[src/rtl/logic_gate_unit.sv]
// Registered multi-lane bitwise gate with valid/ready streaming and a burst-fold mode.
// Pass mode emits one result per beat; accumulate mode folds a whole burst into one result.
module logic_gate_unit #(
  parameter int unsigned WIDTH  = 8,
  parameter int unsigned NUM_IN = 2,
  parameter int unsigned CNT_W  = 8
) (
  input  logic                    clk,
  input  logic                    rst_n,
  input  logic                    in_valid,
  output logic                    in_ready,
  input  logic [NUM_IN*WIDTH-1:0] in_data,
  input  logic                    in_last,
  input  logic [2:0]              op,
  input  logic                    acc_en,
  output logic                    out_valid,
  input  logic                    out_ready,
  output logic [WIDTH-1:0]        out_data,
  output logic                    out_last,
  output logic [CNT_W-1:0]        out_beats,
  output logic                    busy
);

  localparam logic StIdle  = 1'b0;
  localparam logic StAccum = 1'b1;

  logic             state_q, state_d;
  logic [2:0]       op_q, op_d;
  logic             acc_en_q, acc_en_d;
  logic [WIDTH-1:0] acc_q, acc_d;
  logic [CNT_W-1:0] cnt_q, cnt_d;
  logic             out_valid_q, out_valid_d;
  logic [WIDTH-1:0] out_data_q, out_data_d;
  logic             out_last_q, out_last_d;
  logic [CNT_W-1:0] out_beats_q, out_beats_d;

  logic             accept;
  logic [2:0]       cur_op;
  logic             cur_acc;
  logic [WIDTH-1:0] lane_and, lane_or, lane_xor;
  logic [WIDTH-1:0] beat_val, fold_val, combined, result;
  logic             invert;
  logic [CNT_W-1:0] cnt_next;

  assign in_ready = !out_valid_q || out_ready;
  assign accept   = in_valid && in_ready;

  // Mid-burst the latched controls win; in IDLE every accept opens a burst.
  assign cur_op  = (state_q == StAccum) ? op_q : op;
  assign cur_acc = (state_q == StAccum) ? acc_en_q : acc_en;

  always_comb begin
    lane_and = in_data[WIDTH-1:0];
    lane_or  = in_data[WIDTH-1:0];
    lane_xor = in_data[WIDTH-1:0];
    for (int unsigned k = 1; k < NUM_IN; k++) begin
      lane_and = lane_and & in_data[k*WIDTH +: WIDTH];
      lane_or  = lane_or  | in_data[k*WIDTH +: WIDTH];
      lane_xor = lane_xor ^ in_data[k*WIDTH +: WIDTH];
    end
  end

  // Ops 6/7 take lane0 only and fold across beats with AND.
  always_comb begin
    unique case (cur_op)
      3'd0, 3'd3: begin
        beat_val = lane_and;
        fold_val = acc_q & lane_and;
      end
      3'd1, 3'd4: begin
        beat_val = lane_or;
        fold_val = acc_q | lane_or;
      end
      3'd2, 3'd5: begin
        beat_val = lane_xor;
        fold_val = acc_q ^ lane_xor;
      end
      default: begin
        beat_val = in_data[WIDTH-1:0];
        fold_val = acc_q & in_data[WIDTH-1:0];
      end
    endcase
  end

  assign invert   = (cur_op >= 3'd3) && (cur_op <= 3'd6);
  assign combined = (state_q == StAccum) ? fold_val : beat_val;
  assign result   = combined ^ {WIDTH{invert}};
  assign cnt_next = (state_q == StIdle) ? CNT_W'(1) :
                    (cnt_q == {CNT_W{1'b1}}) ? cnt_q : cnt_q + CNT_W'(1);

  always_comb begin
    state_d     = state_q;
    op_d        = op_q;
    acc_en_d    = acc_en_q;
    acc_d       = acc_q;
    cnt_d       = cnt_q;
    out_valid_d = out_valid_q && !out_ready;
    out_data_d  = out_data_q;
    out_last_d  = out_last_q;
    out_beats_d = out_beats_q;
    if (accept) begin
      if (state_q == StIdle) begin
        op_d     = op;
        acc_en_d = acc_en;
      end
      if (!cur_acc || in_last) begin
        out_valid_d = 1'b1;
        out_data_d  = result;
        out_last_d  = in_last;
        out_beats_d = cur_acc ? cnt_next : CNT_W'(1);
        state_d     = StIdle;
        acc_d       = '0;
        cnt_d       = '0;
      end else begin
        acc_d   = combined;
        cnt_d   = cnt_next;
        state_d = StAccum;
      end
    end
  end

  always_ff @(posedge clk or negedge rst_n) begin
    if (!rst_n) begin
      state_q     <= StIdle;
      op_q        <= 3'd0;
      acc_en_q    <= 1'b0;
      acc_q       <= '0;
      cnt_q       <= '0;
      out_valid_q <= 1'b0;
      out_data_q  <= '0;
      out_last_q  <= 1'b0;
      out_beats_q <= '0;
    end else begin
      state_q     <= state_d;
      op_q        <= op_d;
      acc_en_q    <= acc_en_d;
      acc_q       <= acc_d;
      cnt_q       <= cnt_d;
      out_valid_q <= out_valid_d;
      out_data_q  <= out_data_d;
      out_last_q  <= out_last_d;
      out_beats_q <= out_beats_d;
    end
  end

  assign out_valid = out_valid_q;
  assign out_data  = out_data_q;
  assign out_last  = out_last_q;
  assign out_beats = out_beats_q;
  assign busy      = (state_q == StAccum);

endmodule

[config.mk]
export PLATFORM = sky130hd
export DESIGN_NAME = logic_gate_unit
export DESIGN_NICKNAME = d
export VERILOG_FILES = /design/src/rtl/logic_gate_unit.sv
export SDC_FILE = /design/constraint.sdc
export NUM_CORES = 1
export LEC_CHECK = 0
export CAP_MARGIN = 10
export CORE_UTILIZATION = 30
export CTS_BUF_LIST = sky130_fd_sc_hd__clkbuf_2
export CTS_CLUSTER_DIAMETER = 30
export DETAILED_ROUTE_END_ITERATION = 10
export GPL_TIMING_DRIVEN = 0
export PLACE_DENSITY = 0.54
export SYNTH_ARGS = -nofsm -noshare
export SYNTH_HDL_FRONTEND = slang
export SYNTH_SLANG_ARGS = --single-unit
[constraint.sdc]
create_clock -name clk -period 1.9 [get_ports clk]
set_input_delay 0.38 -clock clk [delete_from_list [all_inputs] [get_ports clk]]
set_output_delay 0.38 -clock clk [all_outputs]
set_load 0.03 [all_outputs]
## Yosys cells after proc, flatten, opt, wreduce, memory -nomap -nowiden

Cells that the tools add are included.

- Add/sub/neg operators: 1
- $lt $le $gt $ge: 2
- Equal/unequal tests: 6
- Mux-type cells: 13
- Bitwise operators: 8
- Reductions and logical operators: 13

Operators by type and width:

| operator | number |
|---|---|
| $mux 8 | 6 |
| $pmux 8 s3 | 2 |
| $and 8x8->8 | 3 |
| $xor 8x8->8 | 3 |
| $or 8x8->8 | 2 |
| $add 8x1->8 const B | 1 |
| $eq 8x8->1 const B | 1 |
| $eq 3x2->1 const B | 2 |
| $eq 3x3->1 const B | 2 |
| $reduce_or 2->1 | 3 |
| $mux 1 | 4 |
| $eq 3x1->1 const B | 1 |
| $ge 3x2->1 const B | 1 |
| $le 3x3->1 const B | 1 |
| $logic_and 1x1->1 | 3 |
| $logic_not 1->1 | 3 |
| $logic_not 3->1 | 1 |
| $mux 3 | 1 |
| $logic_or 1x1->1 | 2 |
| $reduce_and 2->1 | 1 |

- Bits in registers: 39
- Input bits: 25
- Output and inout port bits: 20
- Logic and storage cells: 52

## Logic depth before layout (Yosys ltp)

Gate-level depths: netlist of run 1.

- Depth in word-level cells: 6
- Depth in mapped cells: 9
- Mapped depth without buffers: 9

## Worst setup path before layout of run 1

OpenSTA, ideal clock, no wires.

- Path kind: reg2reg
- From: register state_q (netlist: busy)
- To: register out_data_q[1] (netlist: out_data[1])
- Setup time: 0.132 ns
- Arrival: 2.175 ns
- Data required time: 1.768 ns
- Path slack: -0.407 ns
- Cell stages (with the launch flop): 9
- Buffers on the path: 2
- Clock period less this slack: 2.307 ns
- Path through: dfrtp_1 -> buf_6 -> mux2_2 -> buf_2 -> a311oi_1 -> o211ai_1 -> a21oi_1 -> xor2_1 -> o21ai_1

- Word-level cells in the longest chain between the ends: 6
- Elaborated cells between the ends (all ways): 21
- Those cells by class: order compare (2); eq/ne (5); mux (5); bitwise (1); reduce/logical (8)

RTL lines:

| what | line | RTL |
|---|---|---|
| start, declared | 27 | `logic state_q, state_d;` |
| start signal, assigned | 124 | `state_q <= StIdle;` |
| start signal, assigned | 134 | `state_q <= state_d;` |
| $mux 3 | -- |  |
| $eq 3x2->1 (tied with other cells) | 65 | `unique case (cur_op)` |
| $reduce_or 2->1 | 65 |  |
| $pmux 8 s3 | 65 |  |
| $mux 8 | 86 | `assign combined = (state_q == StAccum) ? fold_val : beat_val;` |
| $xor 8x8->8 | 87 | `assign result = combined ^ {WIDTH{invert}};` |
| end signal, assigned | 140 | `out_data_q <= out_data_d;` |
| end, declared | 33 | `logic [WIDTH-1:0] out_data_q, out_data_d;` |

Several ways; a longest one is shown, not always the timed one.
A chain may end at the register's enable or synchronous reset.

## Final worst setup path of run 1

- From: register state_q (netlist: busy)
- To: register out_data_q[3] (netlist: out_data[3])

The elaborated chain is that of the path after synthesis.

==> summary.txt, run 1 <==
Status
  – Status: finished with violations
  – Violated checks: negative setup slack

Global route
  – Maximum number of pins on one net before global-route repair: 40
  – Vias in the first global route: 3050
  – Overall Global Routing Usage: 18.16%
  – Total overflow reported by the global router: 0
  – Antenna violations before repair: 0
  – Wire length of the first global-routing pass: 15720 um

Floorplanning
  – Die extent in y: 103.8 um
  – CORE AREA: 9910 um2
  – I/O pins: 45
  – Row count: 36
  – Die boundary width: 103.8 um
  – Floorplan die area: 10770 um2
  – Effective utilization at floorplan: 31.36%

Power
  – Clock power share: 9.5%
  – Sequential share of power: 31.5%
  – Share of total power in combinational logic: 59.0%
  – Maximum ir drop on the vdd rail: 330.0 uV
  – Sw Ratio: 44.04%
  – Int Power: 2.014 mW
  – Ratio of total power to cell area: 847.9 nW/um2
  – Static leakage: 1.831 nW
  – Net load switching power: 1.585 mW
  – Sum of internal, switching and leakage power: 3.599 mW

Finish
  – Ratio of cells with drive above 1 in the final layout: 20.74%
  – Post-route core utilization: 42.83%
  – Final antenna diode count: 0
  – Area delta synth->final: 36.55%
  – Non-filler cells, final: 567
  – Final Cell Area: 4244 um2
  – Post-layout net count: 475

Synthesis
  – Synth area leader: sky130_fd_sc_hd__dfrtp_1
  – Post-Synth XOR/XNOR Area: 6.159%
  – Library cells used by synthesis: 61
  – Combinational family with the most area after synthesis: compound AO/OA/AOI/OAI gates
  – Warnings, synthesis: 0
  – Register bit total from synthesis: 39
  – Average footprint of a synthesized cell: 8.492 um2
  – Number of synthesized flops with an enable pin: 0
  – Fraction of the mapped netlist area in compound gates: 27.09%
  – Simple-gate portion of the synthesized area: 17.63%
  – Cells after Synth: 366
  – Post-Synth Adder-Cell Area: 6.844%
  – Synth Flop Type: sky130_fd_sc_hd__dfrtp_1
  – Sequential area share after synthesis: 31.40%
  – Synthesized netlist net count: 408
  – Netlist area before placement: 3108 um2
  – Proportion of netlist area held by the largest area contributor: 31.40%
  – Portion of netlist area occupied by mux cells: 4.710%
  – Cell types with the largest area share after synthesis: sky130_fd_sc_hd__dfrtp_1, sky130_fd_sc_hd__ha_1, sky130_fd_sc_hd__nand2_1, sky130_fd_sc_hd__o21ai_0, sky130_fd_sc_hd__xnor2_1
  – Share of synthesized registers carrying an async set or reset: 100.0%

Drt
  – WL per Instance: 17.30 um
  – DR vias: 3084
  – Iteration-0 DRC Markers: 144
  – Post-DRT Antenna Nets: 0
  – Final wirelength: 9808 um
  – Number of DRC violations after detailed routing: 0
  – Pre-Repair DR Iteration Count: 4
  – Detailed-route vias per instance: 5.439

Setup path
  – Worst EP arrival: 2.52 ns
  – Kind of end point of the critical path: register
  – Crit path max fanout: 7
  – Start-to-end type of the worst setup path: reg -> reg
  – Kind of start point of the critical path: register
  – Required time worst endpoint: 2.20 ns

STA
  – Final sum of negative setup slack: -3.328 ns
  – Maximum achievable frequency: 0.4525 GHz
  – Fin crit share: 116.3%
  – Setup slack after layout: -0.3102 ns
  – Post-Route Hold Slack: 0.09318 ns
  – Shortest clock period the worst path allows after layout: 2.210 ns
  – Setup violation total in the final timing report: 16
  – Worst Clk Skew: 0.009723 ns
  – Count of endpoints failing hold in the final timing report: 0
  – Slew HR: 41.63%
  – Max-slew violation total from the final report: 0
  – Transition time at the pin with the least slew margin: 0.8756 ns
  – Unrepaired setup endpoints after global routing: yes

CTS
  – Clk slew on worst S/H paths: 0.18 ns
  – Max Root-Sink Buffers: 2
  – Clock tree from TritonCTS: yes
  – Clock insertion delay at the later pin of the skew report: 0.37 ns
  – Root buffer cell: sky130_fd_sc_hd__clkbuf_2
  – Hold buffer count at CTS: 0
  – Clock Sink Count: 39
  – H-tree levels: 2
  – Clock buffers created by TritonCTS: 5

Placed design
  – Placement-stage cell area: 3794 um2
  – Post-Place Worst Slack: -1.026 ns
  – Number of buffer cells added on primary ports: 42
  – Weighted congestion reported at the end of routability-driven placement: 0.8412
  – DP HPWL: 6825 um
  – Placed instance count: 541

Job
  – Total of max-cap violations: 0

Worst hold path
  – Worst Hold Class: in -> async
## worst max-delay path: stages (launching register included)
cell	delay (ns)
sky130_fd_sc_hd__dfrtp_2	0.50
sky130_fd_sc_hd__buf_12	0.17
sky130_fd_sc_hd__mux2i_4	0.19
sky130_fd_sc_hd__buf_6	0.15
sky130_fd_sc_hd__xnor2_4	0.13
sky130_fd_sc_hd__buf_12	0.14
sky130_fd_sc_hd__or3_1	0.32
sky130_fd_sc_hd__o2111ai_2	0.11
sky130_fd_sc_hd__o32ai_4	0.13
sky130_fd_sc_hd__xor2_1	0.16
sky130_fd_sc_hd__o21ai_1	0.15
## flip-flops by register name (all words and copies together) (netlist names)
name / cells
out_last: 1
out_valid: 1
out_beats: 8
acc_en_q: 1
acc_q: 8
out_data: 8
op_q: 3
busy: 1
cnt_q: 8
## layout by cell type, fill, tap and decap left out, types with 10 or more instances in the layout
cell	instances
sky130_fd_sc_hd__dfrtp_1	37
sky130_fd_sc_hd__buf_4	13
sky130_fd_sc_hd__o21ai_1	17
sky130_fd_sc_hd__xnor2_1	10
sky130_fd_sc_hd__clkdlybuf4s50_1	30
sky130_fd_sc_hd__a31oi_1	10
sky130_fd_sc_hd__inv_1	21
sky130_fd_sc_hd__nand2_1	45
sky130_fd_sc_hd__o21ai_0	26
sky130_fd_sc_hd__ha_1	17
## cells by family (layout without fill, tap and decap cells)
logic type | Yosys count | after routing
flip-flops | 39 | 39
buffers and inverters | 43 | 111
AO/OA/AOI/OAI | 127 | 127
XOR/XNOR | 18 | 18
multiplexers | 11 | 11
AND/OR/NAND/NOR | 111 | 111
adder cells (fa/ha/maj) | 17 | 17
## cell usage after synthesis (3+ instances only)
cell                        n
sky130_fd_sc_hd__ha_1      17
sky130_fd_sc_hd__a21oi_1   13
sky130_fd_sc_hd__o21ai_1   12
sky130_fd_sc_hd__nand3b_1   4
sky130_fd_sc_hd__nand2_1   49
sky130_fd_sc_hd__dfrtp_1   39
sky130_fd_sc_hd__and3_1     4
sky130_fd_sc_hd__o32a_1     3
sky130_fd_sc_hd__o22ai_1    7
sky130_fd_sc_hd__a22o_1     8
sky130_fd_sc_hd__xnor2_1   10
sky130_fd_sc_hd__nand4_1    4
sky130_fd_sc_hd__o211ai_1   5
sky130_fd_sc_hd__xor2_1     5
sky130_fd_sc_hd__a31oi_1   10
sky130_fd_sc_hd__nor2_1     9
sky130_fd_sc_hd__a221oi_1   4
sky130_fd_sc_hd__nand2b_1  11
sky130_fd_sc_hd__nand3_1    8
sky130_fd_sc_hd__buf_2      6
sky130_fd_sc_hd__clkbuf_1  12
sky130_fd_sc_hd__mux2i_1    5
sky130_fd_sc_hd__a311oi_1   4
sky130_fd_sc_hd__o21ai_0   33
sky130_fd_sc_hd__a211oi_1   7
sky130_fd_sc_hd__inv_1     21
sky130_fd_sc_hd__nor3_1     9
sky130_fd_sc_hd__o31ai_1    3
## final cells by class
class | instances | area [um2]
fillers | 1027 | 5665
multi-input cells | 284 | 2186
clock inverters | 2 | 7.507
inverters | 21 | 78.83
clock buffers | 6 | 30.03
flip-flops and latches | 39 | 978.4
well taps | 133 | 166.4
repair buffers | 60 | 616.8
plain buffers | 22 | 180.2
## routing by layer
metal  part of all wire [%]  global-route usage (%)  up-vias
met1                     45                   23.71     1454
met5                      0                       0        -
met2                     47                   30.92      124
met3                    6.0                   2.769       24
li1                       -                       -     1482
met4                    2.6                   5.408        0
## power groups by stage
stage          clock network (mW)  registers (mW)  logic [mW]
3_3_place_gp                    0            1.15        1.78
4_1_cts                     0.364            1.13        2.00
5_1_grt                     0.390            1.16        2.26
2_1_floorplan                   0            1.30        1.03
3_5_place_dp                    0            1.14        1.78
6_report                    0.340            1.13        2.12
## path summary, 6_finish.rpt
check,startpoint,end,slack (ns),depth (start not counted)
min in group clk,out_beats[4],out_beats[4],0.51,2
setup reg to reg,busy,out_data[3],-0.31,10
setup / recovery,busy,out_data[3],-0.31,10
hold reg to reg,out_beats[4],out_beats[4],0.51,2
hold / removal,rst_n,cnt_q[1],0.09,1
max in group asynchronous,rst_n,busy,1.20,1
## what timing repair did
item,CTS,global route
gates cloned,0,1
pin swaps,16,17
buffers inserted,14,3
endpoints found under the setup margin,36,34
gates resized for setup,28,45
(Power assumes the default switching activity.)
==> run 2: changes to the inputs <==
- CORE_UTILIZATION: 30 -> 40
- PLACE_DENSITY: 0.54 -> 0.65
- clock period: 1.9 -> 2.7 ns (I/O delays scaled with it)
==> run 2 against run 1 <==
  * The run now ends clean
  * Power down 37%
  * Combinational power down 42%
  * First-iteration DRC count up 38%
  * Non-clock buffer count down 16
  * Clock power down 24%
  * Flip-flop and latch count unchanged
  * Clock skew up 0.010 ns
  * Largest cell class unchanged
  * Highest routed layer unchanged
==> summary.txt, run 2 (synthesized netlist as in run 1, its figures left out) <==
Status
  – Status: finished clean

Finish
  – Combined area of the multi-input logic cells: 1944 um2 (-11%)
  – Leading cell type in the layout, fill and taps excluded: sky130_fd_sc_hd__nand2_1
  – Post-layout net count: 459 (-3.4%)
  – Ratio of cells with drive above 1 in the final layout: 8.852% (-12 points)
  – Highest-count cells in the layout ignoring fill and taps: sky130_fd_sc_hd__nand2_1, sky130_fd_sc_hd__clkdlybuf4s50_1, sky130_fd_sc_hd__dfrtp_1
  – Filler Cell Count: 718 (-30%)
  – Post-route core utilization: 50.34% (+7.5 points)
  – Non-filler cells, final: 517 (-8.8%)
  – Area delta synth->final: 19.36%
  – Area used by sequential logic in the layout: 977.2 um2 (-0.13%)
  – Final antenna diode count: 0 (unchanged)

Setup path
  – Start-to-end type of the worst setup path: in -> reg
  – Critical R2R Launch: busy
  – Number of buffers and inverters on the critical path: 3 (unchanged)
  – Cell seen most often among critical-path stages: sky130_fd_sc_hd__clkbuf_1
  – Crit path max fanout: 10 (+3)
  – Biggest cell delay along the critical path: 0.54 ns (+0.04 ns)
  – Required time worst endpoint: 2.98 ns (+0.78 ns)
  – Path length in cells of the critical path: 7 (-3)
  – Reg2reg end: out_data[2]
  – Kind of end point of the critical path: register
  – CP startpoint: op[1]
  – Critical path cell sequence: clkdlybuf4s50_1, clkbuf_1, clkbuf_1, a211oi_1, o32ai_1, xor2_1, o21ai_1
  – Crit path capture: out_data[3]
  – Worst EP arrival: 2.81 ns (+0.29 ns)
  – Top delay family on crit path: buffers and inverters
  – Reg-to-reg setup timing slack: 0.19 ns (+0.50 ns)
  – Cell depth of the worst flop-to-flop path: 8 (-2)
  – Kind of start point of the critical path: primary input
  – Library cell contributing the largest single delay on the critical path: sky130_fd_sc_hd__clkdlybuf4s50_1

STA
  – Setup violation total in the final timing report: 0 (-16)
  – Slew HR: 42.56% (+0.93 points)
  – Transition time at the pin with the least slew margin: 0.8616 ns (-0.01400 ns)
  – Count of endpoints failing hold in the final timing report: 0 (unchanged)
  – Worst Clk Skew: 0.01971 ns (+0.009984 ns)
  – Final sum of negative setup slack: 0 ns (+3.328 ns)
  – Post-Route Hold Slack: 0.2225 ns (+0.1293 ns)
  – Max-slew violation total from the final report: 0 (unchanged)
  – Maximum achievable frequency: 0.3944 GHz
  – Fin crit share: 93.90%
  – Unrepaired setup endpoints after global routing: yes
  – Shortest clock period the worst path allows after layout: 2.535 ns

Power
  – Sum of internal, switching and leakage power: 2.260 mW (-37%)
  – Static leakage: 1.550 nW (-15%)
  – Int Power: 1.250 mW (-38%)
  – Maximum ir drop on the vdd rail: 347.8 uV (+5.4%)
  – Share of total power in combinational logic: 53.8% (-5.2 points)
  – Sw Ratio: 44.70% (+0.66 points)
  – Ratio of total power to cell area: 609.2 nW/um2 (-28%)
  – Net load switching power: 1.010 mW (-36%)
  – Sequential share of power: 34.7% (+3.2 points)
  – Clock power share: 11.5% (+2.0 points)

CTS
  – Clk slew on worst S/H paths: 0.20 ns (+0.02 ns)
  – Clock tree from TritonCTS: yes
  – Max Root-Sink Buffers: 2 (unchanged)
  – Clock buffers created by TritonCTS: 5 (unchanged)
  – H-tree levels: 2 (unchanged)
  – Clock insertion delay at the later pin of the skew report: 0.39 ns (+0.02 ns)
  – Hold buffer count at CTS: 0 (unchanged)
  – Root buffer cell: sky130_fd_sc_hd__clkbuf_2
  – Clock Sink Count: 39 (unchanged)

Drt
  – Iteration-0 DRC Markers: 199 (+38%)
  – Detailed-route vias per instance: 5.745 (+5.6%)
  – Pre-Repair DR Iteration Count: 5 (+1)
  – WL per Instance: 16.99 um (-1.8%)
  – Final wirelength: 8785 um (-10%)
  – Number of DRC violations after detailed routing: 0 (unchanged)
  – Post-DRT Antenna Nets: 0 (unchanged)
  – DR vias: 2970 (-3.7%)

Floorplanning
  – Die boundary width: 90.15 um (-13%)
  – Row count: 31 (-14%)
  – CORE AREA: 7370 um2 (-26%)
  – Effective utilization at floorplan: 42.17% (+11 points)
  – I/O pins: 45 (unchanged)
  – Die extent in y: 90.15 um (-13%)
  – Floorplan die area: 8126 um2 (-25%)

Placed design
  – Placed instance count: 507 (-6.3%)
  – DP HPWL: 6350 um (-7.0%)
  – Number of buffer cells added on primary ports: 42 (unchanged)
  – Weighted congestion reported at the end of routability-driven placement: 0.9092 (+8.1%)

Global route
  – Antenna violations before repair: 0 (unchanged)
  – Wire length of the first global-routing pass: 14420 um (-8.3%)
  – Vias in the first global route: 2902 (-4.9%)
  – Maximum number of pins on one net before global-route repair: 40 (unchanged)
  – Overall Global Routing Usage: 21.81% (+3.6 points)
  – Total overflow reported by the global router: 0 (unchanged)

Job
  – Total of max-cap violations: 0 (unchanged)

Worst hold path
  – Worst Hold Class: in -> async
-- run 2: how the worst min path moves through the flow --
stage / end / slack (ns) / cells after the start
after floorplan: acc_en_q / 0.24 / 0
after global placement: out_beats[4] / 0.48 / 2
after detailed placement: out_beats[3] / 0.47 / 2
after CTS: out_beats[6] / 0.23 / 1
after global routing: out_beats[7] / 0.27 / 1
final: out_beats[6] / 0.22 / 1
-- run 2: final cells by class --
| cell class | instances | area share (%) |
|---|---|---|
| plain buffers | 22 | 3.035 |
| clock buffers | 6 | 0.8094 |
| clock inverters | 2 | 0.3373 |
| inverters | 21 | 2.125 |
| multi-input cells | 284 | 52.41 |
| flip-flops and latches | 39 | 26.34 |
| well taps | 99 | 3.339 |
| repair buffers | 44 | 11.60 |
-- run 2: power groups by stage --
stage               Clock, mW  Combinational [mW]  Sequential [mW]
finish                  0.260                1.22            0.785
detailed placement          0                1.19            0.794
global route            0.286                1.31            0.797
floorplan                   0               0.672            0.909
global placement            0                1.18            0.794
CTS                     0.268                1.20            0.783
-- run 2: through the flow --
| stage | instance area [um2] | setup slack, ns |
|---|---|---|
| 2_1_floorplan | 3108 | 0.3925 |
| 3_3_place_gp | 3652 | -0.2396 |
| 3_5_place_dp | 3647 | -0.2241 |
| 4_1_cts | 3690 | 0.1622 |
| 5_1_grt | 3710 | -0.008873 |
| 6_report | 3710 | 0.1648 |
-- run 2: metal layers --
layer	vias up	track usage (%)	share of wire [%]
met5	-	0	0
met4	0	6.317	0.94
met3	9	3.299	7.1
met2	122	36.39	47
met1	1391	29.18	45
li1	1448	-	-
-- run 2: what timing repair did --
action | in CTS | in global routing
setup buffers | 0 | 2
resized for setup | 0 | 2
endpoints found under the setup margin | 0 | 3
==> run 3: changes to the inputs <==
- CAP_MARGIN: 10 -> 20
- CORE_ASPECT_RATIO: not set -> 2
==> run 3 against run 2 <==
  * Clock power hardly changed
  * First-iteration DRC count up 45%
  * Sequential power grew 0.9%
  * Cell area fell by 0.74%
  * Largest power group unchanged
  * Die area is 0.27% higher
  * Highest routed layer unchanged
  * Routed wire length increased by 11%
==> summary.txt, run 3 (synthesized netlist as in run 1, its figures left out) <==
Status
  – Status: finished clean

Placed design
  – Placed instance count: 502 (-0.99%)
  – DP HPWL: 7531 um (+19%)
  – Number of buffer cells added on primary ports: 42 (unchanged)
  – Weighted congestion reported at the end of routability-driven placement: 0.9991 (+9.9%)
  – Placement-stage cell area: 3641 um2 (-0.17%)

Setup path
  – Required time worst endpoint: 3.00 ns (+0.02 ns)
  – Reg2reg end: out_data[3]
  – Start-to-end type of the worst setup path: reg -> reg
  – Library cell contributing the largest single delay on the critical path: sky130_fd_sc_hd__dfrtp_1
  – Kind of end point of the critical path: register
  – Number of buffers and inverters on the critical path: 2 (-1)
  – Cell depth of the worst flop-to-flop path: 9 (+1)
  – Critical path cell sequence: buf_6, mux2i_2, buf_4, nand3_1, a211o_1, o2111ai_1, o32ai_1, xor2_1, o21ai_1
  – Biggest cell delay along the critical path: 0.52 ns (-0.02 ns)
  – Top delay family on crit path: compound AO/OA/AOI/OAI gates
  – Kind of start point of the critical path: register
  – Worst EP arrival: 2.89 ns (+0.08 ns)
  – Crit path max fanout: 10 (unchanged)
  – Reg-to-reg setup timing slack: 0.11 ns (-0.08 ns)
  – Critical R2R Launch: busy

Finish
  – Final antenna diode count: 0 (unchanged)
  – Post-route core utilization: 48.81% (-1.5 points)
  – Area delta synth->final: 18.48%
  – Ratio of cells with drive above 1 in the final layout: 8.173% (-0.68 points)
  – Filler Cell Count: 769 (+7.1%)
  – Non-filler cells, final: 510 (-1.4%)
  – Highest-count cells in the layout ignoring fill and taps: sky130_fd_sc_hd__nand2_1, sky130_fd_sc_hd__clkdlybuf4s50_1, sky130_fd_sc_hd__dfrtp_1
  – Post-layout net count: 457 (-0.44%)
  – Leading cell type in the layout, fill and taps excluded: sky130_fd_sc_hd__nand2_1
  – Final Cell Area: 3682 um2 (-0.74%)

CTS
  – Clock buffers created by TritonCTS: 5 (unchanged)
  – Clock Sink Count: 39 (unchanged)
  – Clock tree from TritonCTS: yes
  – Clk slew on worst S/H paths: 0.21 ns (about the same)
  – Clock insertion delay at the later pin of the skew report: 0.42 ns (+0.03 ns)
  – Root buffer cell: sky130_fd_sc_hd__clkbuf_2
  – Max Root-Sink Buffers: 2 (unchanged)
  – H-tree levels: 2 (unchanged)

Drt
  – WL per Instance: 19.09 um (+12%)
  – Detailed-route vias per instance: 6.063 (+5.5%)
  – DR vias: 3092 (+4.1%)
  – Final wirelength: 9738 um (+11%)
  – Number of DRC violations after detailed routing: 0 (unchanged)
  – Iteration-0 DRC Markers: 288 (+45%)
  – Post-DRT Antenna Nets: 0 (unchanged)
  – Pre-Repair DR Iteration Count: 5 (unchanged)

STA
  – Maximum achievable frequency: 0.3860 GHz (-2.1%)
  – Count of endpoints failing hold in the final timing report: 0 (unchanged)
  – Transition time at the pin with the least slew margin: 0.9797 ns (+0.1182 ns)
  – Setup violation total in the final timing report: 0 (unchanged)
  – Shortest clock period the worst path allows after layout: 2.591 ns (+0.05538 ns)
  – Fin crit share: 95.95% (+2.1 points)
  – Worst Clk Skew: 0.03290 ns (+0.01319 ns)
  – Slew HR: 34.18% (-8.4 points)
  – Max-slew violation total from the final report: 0 (unchanged)
  – Unrepaired setup endpoints after global routing: no

Floorplanning
  – Die extent in y: 126.7 um (+41%)
  – I/O pins: 45 (unchanged)
  – Row count: 45 (+45%)
  – Floorplan die area: 8148 um2 (+0.27%)
  – CORE AREA: 7545 um2 (+2.4%)
  – Die boundary width: 64.33 um (-29%)
  – Effective utilization at floorplan: 41.19% (-0.98 points)

Global route
  – Wire length of the first global-routing pass: 15510 um (+7.6%)
  – Vias in the first global route: 3048 (+5.0%)
  – Maximum number of pins on one net before global-route repair: 40 (unchanged)
  – Antenna violations before repair: 0 (unchanged)
  – Total overflow reported by the global router: 0 (unchanged)
  – Overall Global Routing Usage: 24.94% (+3.1 points)

Job
  – Total of max-cap violations: 0 (unchanged)

Power
  – Static leakage: 1.548 nW (-0.18%)
  – Ratio of total power to cell area: 616.8 nW/um2 (+1.3%)
  – Maximum ir drop on the vdd rail: 356.4 uV (+2.5%)

Worst hold path
  – Worst Hold Class: in -> async
[run 3: changes by cell type in the layout (fill, tap and decap cells not counted)]
cell / change
sky130_fd_sc_hd__buf_4: -2
sky130_fd_sc_hd__clkbuf_2: +2
sky130_fd_sc_hd__clkbuf_1: -1
sky130_fd_sc_hd__clkinvlp_4: -1
sky130_fd_sc_hd__dfrtp_1: +1
sky130_fd_sc_hd__dfrtp_2: -1
sky130_fd_sc_hd__o21ai_1: +1
sky130_fd_sc_hd__o21ai_2: -1
[run 3: final cells by class]
class,count,area [um2],share of cell area (%)
Inverter,21,78.83,2.141
Multi-Input combinational cell,284,1941,52.70
Clock buffer,7,35.03,0.9514
Clock inverter,1,5.005,0.1359
Buffer,22,113.9,3.092
Sequential cell,39,975.9,26.50
Timing Repair Buffer,42,415.4,11.28
Tap cell,94,117.6,3.194
[run 3: worst max path at each step]
stage / to / slack (ns) / cells past startpoint / start
floorplan: out_data[1] / 0.39 / 8 / busy
global placement: out_data[3] / -0.28 / 7 / op[1]
detailed placement: out_data[3] / -0.26 / 7 / op[1]
CTS: out_data[3] / 0.15 / 9 / busy
global route: out_data[3] / 0.01 / 9 / busy
finish: out_data[3] / 0.11 / 9 / busy
[run 3: routing by layer]
metal | GRT usage [%] | vias up | share of wire, %
li1 | - | 1447 | -
met1 | 25.23 | 1450 | 34
met2 | 46.93 | 152 | 55
met3 | 2.248 | 43 | 4.5
met4 | 15.82 | 0 | 6.1
met5 | 0 | - | 0
[run 3: what timing repair did]
action / 4_1_cts / 5_1_grt
gates resized for setup: 0 / 2
buffers inserted: 0 / 0
setup endpoints to repair: 0 / 1
hold buffers: 0 / 0
[run 3: per-stage QoR]
step                      worst slack, ns  TNS (ns)  hold slack, ns  total power, mW
after floorplan                    0.3925         0          0.2444            1.581
after global placement            -0.2786    -1.433          0.4732            1.990
after detailed placement          -0.2592    -1.423          0.4730            2.003
after CTS                          0.1528         0          0.2146            2.270
after global routing              0.01344         0          0.2709            2.389
final                              0.1094         0          0.1885            2.271
[run 3: power by group]
part | internal (mW) | switching (mW) | leakage (nW)
registers | 0.687 | 0.105 | 0.508
clock network | 0.0705 | 0.190 | 0.0330
logic | 0.490 | 0.729 | 1.01
total | 1.25 | 1.02 | 1.55
[run 3: worst register-to-register path, cell delays in order, from the launching register on]
cell                        delay, ns
sky130_fd_sc_hd__dfrtp_1         0.52
sky130_fd_sc_hd__buf_6           0.21
sky130_fd_sc_hd__mux2i_2         0.30
sky130_fd_sc_hd__buf_4           0.25
sky130_fd_sc_hd__nand3_1         0.24
sky130_fd_sc_hd__a211o_1         0.35
sky130_fd_sc_hd__o2111ai_1       0.10
sky130_fd_sc_hd__o32ai_1         0.17
sky130_fd_sc_hd__xor2_1          0.24
sky130_fd_sc_hd__o21ai_1         0.09
